--- src/rtl/ula_control_md_if.sv ---
// EX-stage bundle between main control, ula_control_md and the write-back mux.
// The master drives the instruction fields; the slave returns the decode, HI/LO and handshake.
interface ula_control_md_if #(
    parameter int unsigned WIDTH = 32
);
    logic             valid;
    logic [3:0]       ula_operation;
    logic [5:0]       func;
    logic [WIDTH-1:0] a;
    logic [WIDTH-1:0] b;
    logic [3:0]       operation;
    logic [WIDTH-1:0] hi;
    logic [WIDTH-1:0] lo;
    logic             busy;
    logic             done;
    logic             stall;

    modport master (
        output valid, ula_operation, func, a, b,
        input  operation, hi, lo, busy, done, stall
    );

    modport slave (
        input  valid, ula_operation, func, a, b,
        output operation, hi, lo, busy, done, stall
    );
endinterface

--- src/rtl/ula_control_md.sv ---
// ALU control decoder with an iterative multiply/divide unit and HI/LO registers.
// Define ULA_DIV_EN to build the restoring divider (div/divu); otherwise only mult/multu run.
module ula_control_md #(
    parameter int unsigned WIDTH = 32,
    parameter int unsigned CNT_W = $clog2(WIDTH + 1)
) (
    input logic             clk,
    input logic             rst_n,
    ula_control_md_if.slave bus
);
    localparam logic [5:0] FnMult  = 6'b011000;
    localparam logic [5:0] FnMultu = 6'b011001;
    localparam logic [5:0] FnMfhi  = 6'b010000;
    localparam logic [5:0] FnMthi  = 6'b010001;
    localparam logic [5:0] FnMflo  = 6'b010010;
    localparam logic [5:0] FnMtlo  = 6'b010011;
`ifdef ULA_DIV_EN
    localparam logic [5:0] FnDiv   = 6'b011010;
    localparam logic [5:0] FnDivu  = 6'b011011;
`endif

    typedef enum logic [1:0] {
        StIdle = 2'd0,
        StMul  = 2'd1,
`ifdef ULA_DIV_EN
        StDiv  = 2'd2,
`endif
        StDone = 2'd3
    } state_e;

    state_e             state_q, state_d;
    logic [CNT_W-1:0]   cnt_q, cnt_d;
    logic [2*WIDTH-1:0] acc_q, acc_d;
    logic [WIDTH-1:0]   dvs_q, dvs_d;
    logic [WIDTH-1:0]   hi_q, hi_d;
    logic [WIDTH-1:0]   lo_q, lo_d;
    logic               sign_q, sign_d;

    logic [3:0]         op;
    logic               is_md, is_hl, req_md, req_hl, busy, fn_signed;
    logic [WIDTH-1:0]   mag_a, mag_b;
    logic [WIDTH:0]     mul_sum;
    logic [2*WIDTH-1:0] mul_acc, mul_res;

    always_comb begin
        op    = 4'b0000;
        is_md = 1'b0;
        is_hl = 1'b0;
        case (bus.ula_operation)
            4'b0000: op = 4'b0010;
            4'b0001: op = 4'b0110;
            4'b0011: op = 4'b0111;
            4'b1000: op = 4'b1000;
            4'b0100: op = 4'b0000;
            4'b0101: op = 4'b0001;
            4'b0110: op = 4'b1101;
            4'b0111: op = 4'b1011;
            4'b0010: begin
                case (bus.func)
                    6'b100000: op = 4'b0010;
                    6'b100010: op = 4'b0110;
                    6'b100100: op = 4'b0000;
                    6'b100101: op = 4'b0001;
                    6'b100110: op = 4'b1101;
                    6'b100111: op = 4'b1100;
                    6'b101010, 6'b101011: op = 4'b0111;
                    6'b000000: op = 4'b0011;
                    6'b000010: op = 4'b0101;
                    6'b000011: op = 4'b0100;
                    6'b000100: op = 4'b1110;
                    6'b000110: op = 4'b1111;
                    6'b000111: op = 4'b1010;
`ifdef ULA_DIV_EN
                    FnMult, FnMultu, FnDiv, FnDivu: begin
`else
                    FnMult, FnMultu: begin
`endif
                        op    = 4'b0010;
                        is_md = 1'b1;
                    end
                    FnMfhi, FnMthi, FnMflo, FnMtlo: begin
                        op    = 4'b1001;
                        is_hl = 1'b1;
                    end
                    default: op = 4'b0000;
                endcase
            end
            default: op = 4'b0000;
        endcase
    end

    assign req_md    = bus.valid & is_md;
    assign req_hl    = bus.valid & is_hl;
    assign fn_signed = ~bus.func[0];
    assign mag_a     = (fn_signed && bus.a[WIDTH-1]) ? -bus.a : bus.a;
    assign mag_b     = (fn_signed && bus.b[WIDTH-1]) ? -bus.b : bus.b;

    // Shift-add: multiplier sits in the low half and is consumed one bit per cycle.
    assign mul_sum = {1'b0, acc_q[2*WIDTH-1:WIDTH]} + (acc_q[0] ? {1'b0, dvs_q} : '0);
    assign mul_acc = {mul_sum, acc_q[WIDTH-1:1]};
    assign mul_res = sign_q ? -mul_acc : mul_acc;

`ifdef ULA_DIV_EN
    logic               rsign_q, rsign_d;
    logic [WIDTH:0]     rem_sh;
    logic               div_ge;
    logic [WIDTH-1:0]   div_diff, rem_nx, quo, rem;
    logic [2*WIDTH-1:0] div_acc;

    // Restoring divide: {remainder, dividend} shifts left, quotient bits enter at the bottom.
    assign rem_sh   = {acc_q[2*WIDTH-1:WIDTH], acc_q[WIDTH-1]};
    assign div_ge   = rem_sh >= {1'b0, dvs_q};
    assign div_diff = rem_sh[WIDTH-1:0] - dvs_q;
    assign rem_nx   = div_ge ? div_diff : rem_sh[WIDTH-1:0];
    assign div_acc  = {rem_nx, acc_q[WIDTH-2:0], div_ge};
    assign quo      = div_acc[WIDTH-1:0];
    assign rem      = div_acc[2*WIDTH-1:WIDTH];
    assign busy     = (state_q == StMul) || (state_q == StDiv);
`else
    assign busy     = (state_q == StMul);
`endif

    always_comb begin
        state_d = state_q;
        cnt_d   = cnt_q;
        acc_d   = acc_q;
        dvs_d   = dvs_q;
        sign_d  = sign_q;
        hi_d    = hi_q;
        lo_d    = lo_q;
`ifdef ULA_DIV_EN
        rsign_d = rsign_q;
`endif
        if (req_hl && !busy && bus.func == FnMthi) hi_d = bus.a;
        if (req_hl && !busy && bus.func == FnMtlo) lo_d = bus.a;
        unique case (state_q)
            StIdle: begin
                if (req_md) begin
                    acc_d   = {{WIDTH{1'b0}}, mag_a};
                    dvs_d   = mag_b;
                    sign_d  = fn_signed & (bus.a[WIDTH-1] ^ bus.b[WIDTH-1]);
                    cnt_d   = CNT_W'(WIDTH);
                    state_d = StMul;
`ifdef ULA_DIV_EN
                    if (bus.func[1]) begin
                        rsign_d = fn_signed & bus.a[WIDTH-1];
                        state_d = StDiv;
                        if (bus.b == '0) begin
                            cnt_d   = '0;
                            hi_d    = bus.a;
                            lo_d    = '1;
                            state_d = StDone;
                        end
                    end
`endif
                end
            end
            StMul: begin
                acc_d = mul_acc;
                cnt_d = cnt_q - CNT_W'(1);
                if (cnt_q == CNT_W'(1)) begin
                    {hi_d, lo_d} = mul_res;
                    state_d      = StDone;
                end
            end
`ifdef ULA_DIV_EN
            StDiv: begin
                acc_d = div_acc;
                cnt_d = cnt_q - CNT_W'(1);
                if (cnt_q == CNT_W'(1)) begin
                    lo_d    = sign_q ? -quo : quo;
                    hi_d    = rsign_q ? -rem : rem;
                    state_d = StDone;
                end
            end
`endif
            StDone:  state_d = StIdle;
            default: state_d = StIdle;
        endcase
    end

    always_ff @(posedge clk or negedge rst_n) begin
        if (!rst_n) begin
            state_q <= StIdle;
            cnt_q   <= '0;
            acc_q   <= '0;
            dvs_q   <= '0;
            sign_q  <= 1'b0;
            hi_q    <= '0;
            lo_q    <= '0;
        end else begin
            state_q <= state_d;
            cnt_q   <= cnt_d;
            acc_q   <= acc_d;
            dvs_q   <= dvs_d;
            sign_q  <= sign_d;
            hi_q    <= hi_d;
            lo_q    <= lo_d;
        end
    end

`ifdef ULA_DIV_EN
    always_ff @(posedge clk or negedge rst_n) begin
        if (!rst_n) rsign_q <= 1'b0;
        else        rsign_q <= rsign_d;
    end
`endif

    assign bus.operation = op;
    assign bus.hi        = hi_q;
    assign bus.lo        = lo_q;
    assign bus.busy      = busy;
    assign bus.done      = (state_q == StDone);
    assign bus.stall     = (req_md | req_hl) & busy;
endmodule
--- src/flat_wrapper.sv ---
// flat-port wrapper written by rule: the top's interface ports become plain ports
module ula_control_md_flat 
#(
    parameter int unsigned WIDTH = 32,
    parameter int unsigned CNT_W = $clog2(WIDTH + 1)
)
  (clk, rst_n, bus_valid, bus_ula_operation, bus_func, bus_a, bus_b, bus_operation, bus_hi, bus_lo, bus_busy, bus_done, bus_stall);
  ula_control_md_if #(.WIDTH(WIDTH)) bus_i ();
  input logic clk;
  input logic rst_n;
  input wire logic [$bits(bus_i.valid)-1:0] bus_valid;
  input wire logic [$bits(bus_i.ula_operation)-1:0] bus_ula_operation;
  input wire logic [$bits(bus_i.func)-1:0] bus_func;
  input wire logic [$bits(bus_i.a)-1:0] bus_a;
  input wire logic [$bits(bus_i.b)-1:0] bus_b;
  output wire logic [$bits(bus_i.operation)-1:0] bus_operation;
  output wire logic [$bits(bus_i.hi)-1:0] bus_hi;
  output wire logic [$bits(bus_i.lo)-1:0] bus_lo;
  output wire logic [$bits(bus_i.busy)-1:0] bus_busy;
  output wire logic [$bits(bus_i.done)-1:0] bus_done;
  output wire logic [$bits(bus_i.stall)-1:0] bus_stall;
  assign bus_i.valid = bus_valid;
  assign bus_i.ula_operation = bus_ula_operation;
  assign bus_i.func = bus_func;
  assign bus_i.a = bus_a;
  assign bus_i.b = bus_b;
  assign bus_operation = bus_i.operation;
  assign bus_hi = bus_i.hi;
  assign bus_lo = bus_i.lo;
  assign bus_busy = bus_i.busy;
  assign bus_done = bus_i.done;
  assign bus_stall = bus_i.stall;
  ula_control_md #(.WIDTH(WIDTH), .CNT_W(CNT_W)) u_core (.clk(clk), .rst_n(rst_n), .bus(bus_i));
endmodule
--- config.mk ---
export PLATFORM = sky130hd
export DESIGN_NAME = ula_control_md_flat
export DESIGN_NICKNAME = d
export VERILOG_FILES = /design/src/rtl/ula_control_md_if.sv /design/src/rtl/ula_control_md.sv /design/src/flat_wrapper.sv
export SDC_FILE = /design/constraint.sdc
export NUM_CORES = 1
export LEC_CHECK = 0
export ABC_AREA = 1
export CAP_MARGIN = 20
export CORE_ASPECT_RATIO = 1.4
export CORE_UTILIZATION = 35
export DETAILED_ROUTE_END_ITERATION = 8
export PLACE_DENSITY = 0.51
export SLEW_MARGIN = 10
export SYNTH_ARGS = -nofsm -noshare
export SYNTH_HDL_FRONTEND = slang
export SYNTH_SLANG_ARGS = --single-unit
export TNS_END_PERCENT = 50
--- constraint.sdc ---
create_clock -name clk -period 4.7 [get_ports clk]
set_input_delay 0.94 -clock clk [delete_from_list [all_inputs] [get_ports clk]]
set_output_delay 0.94 -clock clk [all_outputs]
set_load 0.005 [all_outputs]
==> results of run 1 <==
## final cells by class
class | count | area, sq um | area share, %
clock inverters | 15 | 176.4 | 1.078
repair buffers | 165 | 1620 | 9.901
flip-flops and latches | 169 | 4230 | 25.85
multi-input cells | 1590 | 8080 | 49.38
clock buffers | 17 | 425.4 | 2.600
well taps | 522 | 653.1 | 3.991
inverters | 314 | 1179 | 7.202
## synth_stat cells, types with 2 or more instances
cell type / count / area share (%)
nor3_4: 2 / 0.24
nand3b_1: 4 / 0.22
inv_1: 299 / 8.2
nor3_2: 5 / 0.36
and3_1: 2 / 0.091
mux2i_1: 2 / 0.15
o21ai_0: 190 / 6.9
inv_2: 13 / 0.35
buf_1: 5 / 0.14
ha_1: 37 / 3.4
clkbuf_1: 48 / 1.3
dfrtp_1: 169 / 31
nor4_1: 6 / 0.27
clkbuf_2: 2 / 0.073
nor2_2: 20 / 0.91
nor2_1: 190 / 5.2
a21oi_1: 84 / 3.1
o21ai_1: 15 / 0.55
a21oi_2: 2 / 0.13
nor2_4: 7 / 0.57
nand4_1: 29 / 1.3
nand3_2: 11 / 0.80
buf_2: 15 / 0.55
o21ai_2: 2 / 0.13
or2_2: 3 / 0.14
and2_2: 2 / 0.11
o32ai_1: 2 / 0.13
nand2_2: 42 / 1.9
xor2_1: 36 / 2.3
and2_1: 3 / 0.14
nand2_4: 2 / 0.16
clkinv_1: 2 / 0.055
xnor2_1: 10 / 0.64
a31oi_1: 9 / 0.41
o21bai_1: 7 / 0.38
nand3_1: 149 / 5.4
o221ai_1: 24 / 1.5
o31ai_1: 7 / 0.38
o22ai_1: 31 / 1.4
nand2_1: 589 / 16
nor3_1: 38 / 1.4
o211ai_1: 18 / 0.98
## placed cells by master (no fill, tap or decap), types with 5 or more instances in the layout
master             n
nand2_1          589
inv_1            299
o21ai_0          190
nor2_1           188
dfrtp_1          168
nand3_1          149
clkdlybuf4s50_1  146
a21oi_1           84
nand2_2           42
nor3_1            37
ha_1              37
xor2_1            36
o22ai_1           31
nand4_1           29
o221ai_1          24
nor2_2            21
o211ai_1          18
clkbuf_16         17
buf_4             17
o21ai_1           15
inv_2             13
nand3_2           11
xnor2_1           10
a31oi_1            9
nor2_4             8
o31ai_1            7
o21bai_1           7
nor4_1             6
nor3_2             5
inv_8              5
## cells by family after synthesis
logic type,synth area share (%)
xor gates and xnor gates,3.165
adders and majority gates,3.510
and+or+nand+nor,35.39
AOI/OAI and AO/OA,16.37
DFF,30.74
muxes,0.1455
buffers and inverters,10.69
## worst max-delay path, stage by stage
cell and delay, ns:
clkdlybuf4s50_1 0.65, inv_1 0.28, nor3_1 0.33, inv_1 0.14, o21ai_0 0.17, o21ai_0 0.12
nand3_1 0.08, clkdlybuf4s50_1 0.50
## routing by layer
layer	up-vias	track usage, %	wire, microns
met2	354	46.09	25660
met1	6673	30.14	20620
met3	88	3.443	1987
met4	0	14.66	2673
li1	7201	-	-
met5	-	0	0
## worst paths after layout
check / endpoint / slack, ns / cells past startpoint
worst min register to register: u_core.dvs_q[20] / 0.49 / 2
max in group asynchronous: u_core.bus.hi[8] / 3.14 / 2
worst max-delay path: bus_operation[2] / 0.56 / 8
worst max register to register: u_core.bus.hi[26] / 0.98 / 18
worst min-delay path: u_core.dvs_q[20] / 0.49 / 2
min in group asynchronous: u_core.dvs_q[12] / 0.57 / 1
## where the power goes
group	leakage [nW]	internal [W]	switching [W]	total [W]
Sequential	2.08	0.00150	0.0000414	0.00154
Combinational	5.73	0.000188	0.000281	0.000469
Clock	0.298	0.000763	0.000735	0.00150
## state kept, by name, indices dropped and copies added (netlist names)
| register | cells |
|---|---|
| u_core.acc_q | 64 |
| u_core.bus.hi | 32 |
| u_core.dvs_q | 32 |
| u_core.sign_q | 1 |
| u_core.cnt_q | 6 |
| u_core.bus.lo | 32 |
| u_core.state_q | 2 |
## metrics by stage
| stage | hold slack (ns) | cells | power (W) | worst slack [ns] |
|---|---|---|---|---|
| 2_1_floorplan | 0.4443 | 2144 | 0.001798 | 1.878 |
| 3_3_place_gp | 0.4656 | 2760 | 0.002038 | 0.6019 |
| 3_5_place_dp | 0.4690 | 2760 | 0.002040 | 0.5439 |
| 4_1_cts | 0.4905 | 2792 | 0.003548 | 0.5288 |
| 5_1_grt | 0.5182 | 2792 | 0.003650 | 0.4007 |
| 6_report | 0.4885 | 2792 | 0.003510 | 0.5553 |
==> results.ini, run 1 <==
[die]
ioPinCount=148
initial_core_util_pct=35.64
dieArea_sq_um=40120
fp-row-count=85
core_sq_um=38610
die_w_microns=169.6
chipHeight_microns=236.6

[grt]
grt_max_degree=96
grt_pass1_wl_microns=79580
antenna_found_initial=0
grt_use_total_pct=26.11
grt_pass1_vias=14290
gr-total-overflow=0

[yosys]
synth_area_sq_um=13760
avgSynthCellArea_sq_um=6.417
ys_seq_area_share_pct=30.74
ys_ff_latch=169
synthArstFlopShare_pct=100.0
ys_types=53
synth_edf_count=0
syn_inst=2144
synthFlopType=dfrtp_1
synth_nets=2259
ys_warn_count=0

[sta]
finalCriticalPeriod_ns=4.145
slew_headroom_pct=35.47
hold_viol_final=0
clock_skew_ns=0.01238
setup_tns_ns=0
tightest_slew_ns=0.9669
timing.fmax_mhz=241.3
drv_slew=0
fin_crit_sh_pct=88.19
rsz0062_at_grt=false
setup_violations=0

[clock_tree]
hold_buffers=0
cts_buffers=17
clock_sinks=169
cts_max_path_buffers=2
cts_tree=done
clock-root-buffer=clkbuf_16
cts_setup_buffers=0
clock_latency_ns=0.47
path_clk_slew_ns=0.07
ctsResizeCount=0
htree_levels=4

[drt]
drt_iter0_drc=831
dr.pass1.iters=7
drt-vias-per-instance=5.128
drc=0
ant_nets=0
drt-wirelength-per-cell_microns=18.24
drt-total-wl_microns=50940
vias=14320

[final_layout]
syn_to_final_growth_pct=18.94
fin_util_pct=42.39
drive_gt1_share_pct=7.533
stdcell_area_sq_um=16360
antennaDiodeCount=0
fillCellCount=4138
final_nets=2372

[placement]
io_buffers=147
place.gp.congestion=0.9238
postPlaceCellArea_sq_um=15760
hpwl_microns=39350

[worst_setup_path]
timing.rr.start=u_core.acc_q[0]
path_class=input port to primary output
arrival_ns=3.20
crit_fanout=6
critPathRequiredTime_ns=3.76
cp-start-kind=input port
crit_start=bus_func[0]
end_kind=primary output

[status]
status=complete, no violations

[pwr]
peakVddDrop_mv=0.2602
p_leak_nw=8.107
p_per_area_nw_per_um2=214.5

[min_path]
hp-class=register to register
hold_path_startpoint=u_core.dvs_q[20]

[job]
maxCapViolations=0

No activity file was read; power rests on OpenSTA's default activity.
==> inputs of run 2 (changes only) <==
- CORE_ASPECT_RATIO: 1.4 -> not set
- PLACE_DENSITY: 0.51 -> not set
==> results.ini, run 2 (synthesis results as in run 1) <==
[die]
ioPinCount=148
core_sq_um=38740
die_w_microns=200.3
fp-row-count=72
dieArea_sq_um=40110
chipHeight_microns=200.3
initial_core_util_pct=35.52

[sta]
fin_crit_sh_pct=84.66
rsz0062_at_grt=false
slew_headroom_pct=30.41
timing.fmax_mhz=251.3
hold_viol_final=0
hold_ws_ns=0.4807
finalCriticalPeriod_ns=3.979
drv_slew=0
tightest_slew_ns=1.042
clock_skew_ns=0.01862
setup_violations=0
setup_tns_ns=0

[grt]
grt_use_total_pct=24.06
grt_pass1_vias=14130
grt_pass1_wl_microns=77100
gr-total-overflow=0
grt_max_degree=88
antenna_found_initial=0

[final_layout]
fillCellCount=4113
drive_gt1_share_pct=7.237
antennaDiodeCount=0
multiInputGateArea_sq_um=8078
final_nets=2371
top_register=u_core.acc_q
register_area_sq_um=4230
syn_to_final_growth_pct=18.82
most-common-layout-cells=nand2_1 (589), inv_1 (299), o21ai_0 (190)
fin_util_pct=42.20
layout_commonest_cell=nand2_1
largest_register_ffs=64

[worst_setup_path]
arrival_ns=3.04
cp_slowest_stage_delay_ns=0.58
cp-start-kind=input port
end_kind=primary output
critPathRequiredTime_ns=3.76
r2r_slack_ns=0.91
crit_path_top_delay_cell=clkdlybuf4s50_1
path_cells=clkdlybuf4s50_1 > inv_1 > nor3_1 > inv_1 > o21ai_0 > o21ai_0 > nand3_1 > clkdlybuf4s50_1
crit_fanout=6
path_class=input port to primary output

[clock_tree]
htree_levels=4
cts_max_path_buffers=2
hold_buffers=0
cts_buffers=17
cts_tree=done
path_clk_slew_ns=0.06
clock_latency_ns=0.46
cts_setup_buffers=0
ctsResizeCount=0
clock_sinks=169
clock-root-buffer=clkbuf_16

[drt]
drt-total-wl_microns=47690
drt-wirelength-per-cell_microns=17.13
vias=14520
drt_iter0_drc=1107
drt-vias-per-instance=5.217
dr.pass1.iters=6
ant_nets=0
drc=0

[status]
status=complete, no violations

[placement]
hpwl_microns=36570
io_buffers=147
place.gp.congestion=0.9546

[min_path]
hp-class=register to register

[job]
maxCapViolations=0

[pwr]
p_per_area_nw_per_um2=214.7
p_leak_nw=8.091
peakVddDrop_mv=0.2288

-- run 2: changes by cell type in the layout (fill, tap and decap cells not counted), moves of 2 or more --
cell / delta
clkinvlp_4: +2
clkinv_8: -2
buf_4: -2
clkbuf_1: +2
inv_8: -5
bufinv_16: +2
clkinv_4: -2
-- run 2: layer usage --
metal  vias up  global-route usage, %  routed length [microns]
met4         0                  6.598                      866
li1       7207                      -                        -
met1      6827                  34.42                    23030
met3        49                  3.547                     2720
met5         -                      0                        0
met2       441                  37.60                    21080
-- run 2: cell type report --
cell class | count | share of cell area [%]
inverter | 314 | 7.210
tap | 518 | 3.965
clock inverter | 9 | 0.8573
multi-input combinational | 1590 | 49.41
sequential | 169 | 25.88
timing repair buffer | 164 | 9.943
clock buffer | 20 | 2.732
-- run 2: report_power, final --
group	switching (W)	internal [W]	total [W]	leakage [nW]
clock	0.000650	0.000849	0.00150	0.280
combinational	0.000275	0.000187	0.000462	5.73
sequential	0.0000460	0.00150	0.00155	2.08
-- run 2: final timing paths --
kind                                          end  depth (start not counted)             start
worst max register to register  u_core.bus.hi[26]                         16   u_core.acc_q[0]
min in group asynchronous       u_core.bus.lo[21]                          1             rst_n
worst min register to register   u_core.dvs_q[27]                          2  u_core.dvs_q[27]
worst max-delay path             bus_operation[2]                          8       bus_func[0]
max in group asynchronous         u_core.cnt_q[4]                          2             rst_n
worst min-delay path             u_core.dvs_q[27]                          2  u_core.dvs_q[27]
-- run 2: metrics by stage --
stage	cell area, sq um	cells	setup slack (ns)	power [W]
final	16350	2784	0.7212	0.003510
after global routing	16350	2784	0.5812	0.003647
after CTS	16350	2784	0.7491	0.003537
after detailed placement	15760	2755	0.7558	0.002033
after global placement	15760	2755	0.7474	0.002028
after floorplan	13760	2144	1.878	0.001798
-- run 2: worst max-delay path, delay by kind of cell --
| kind | cells | cell delay (ns) |
|---|---|---|
| compound gates | 2 | 0.27 |
| simple gates | 2 | 0.39 |
| buf+inv | 4 | 1.44 |
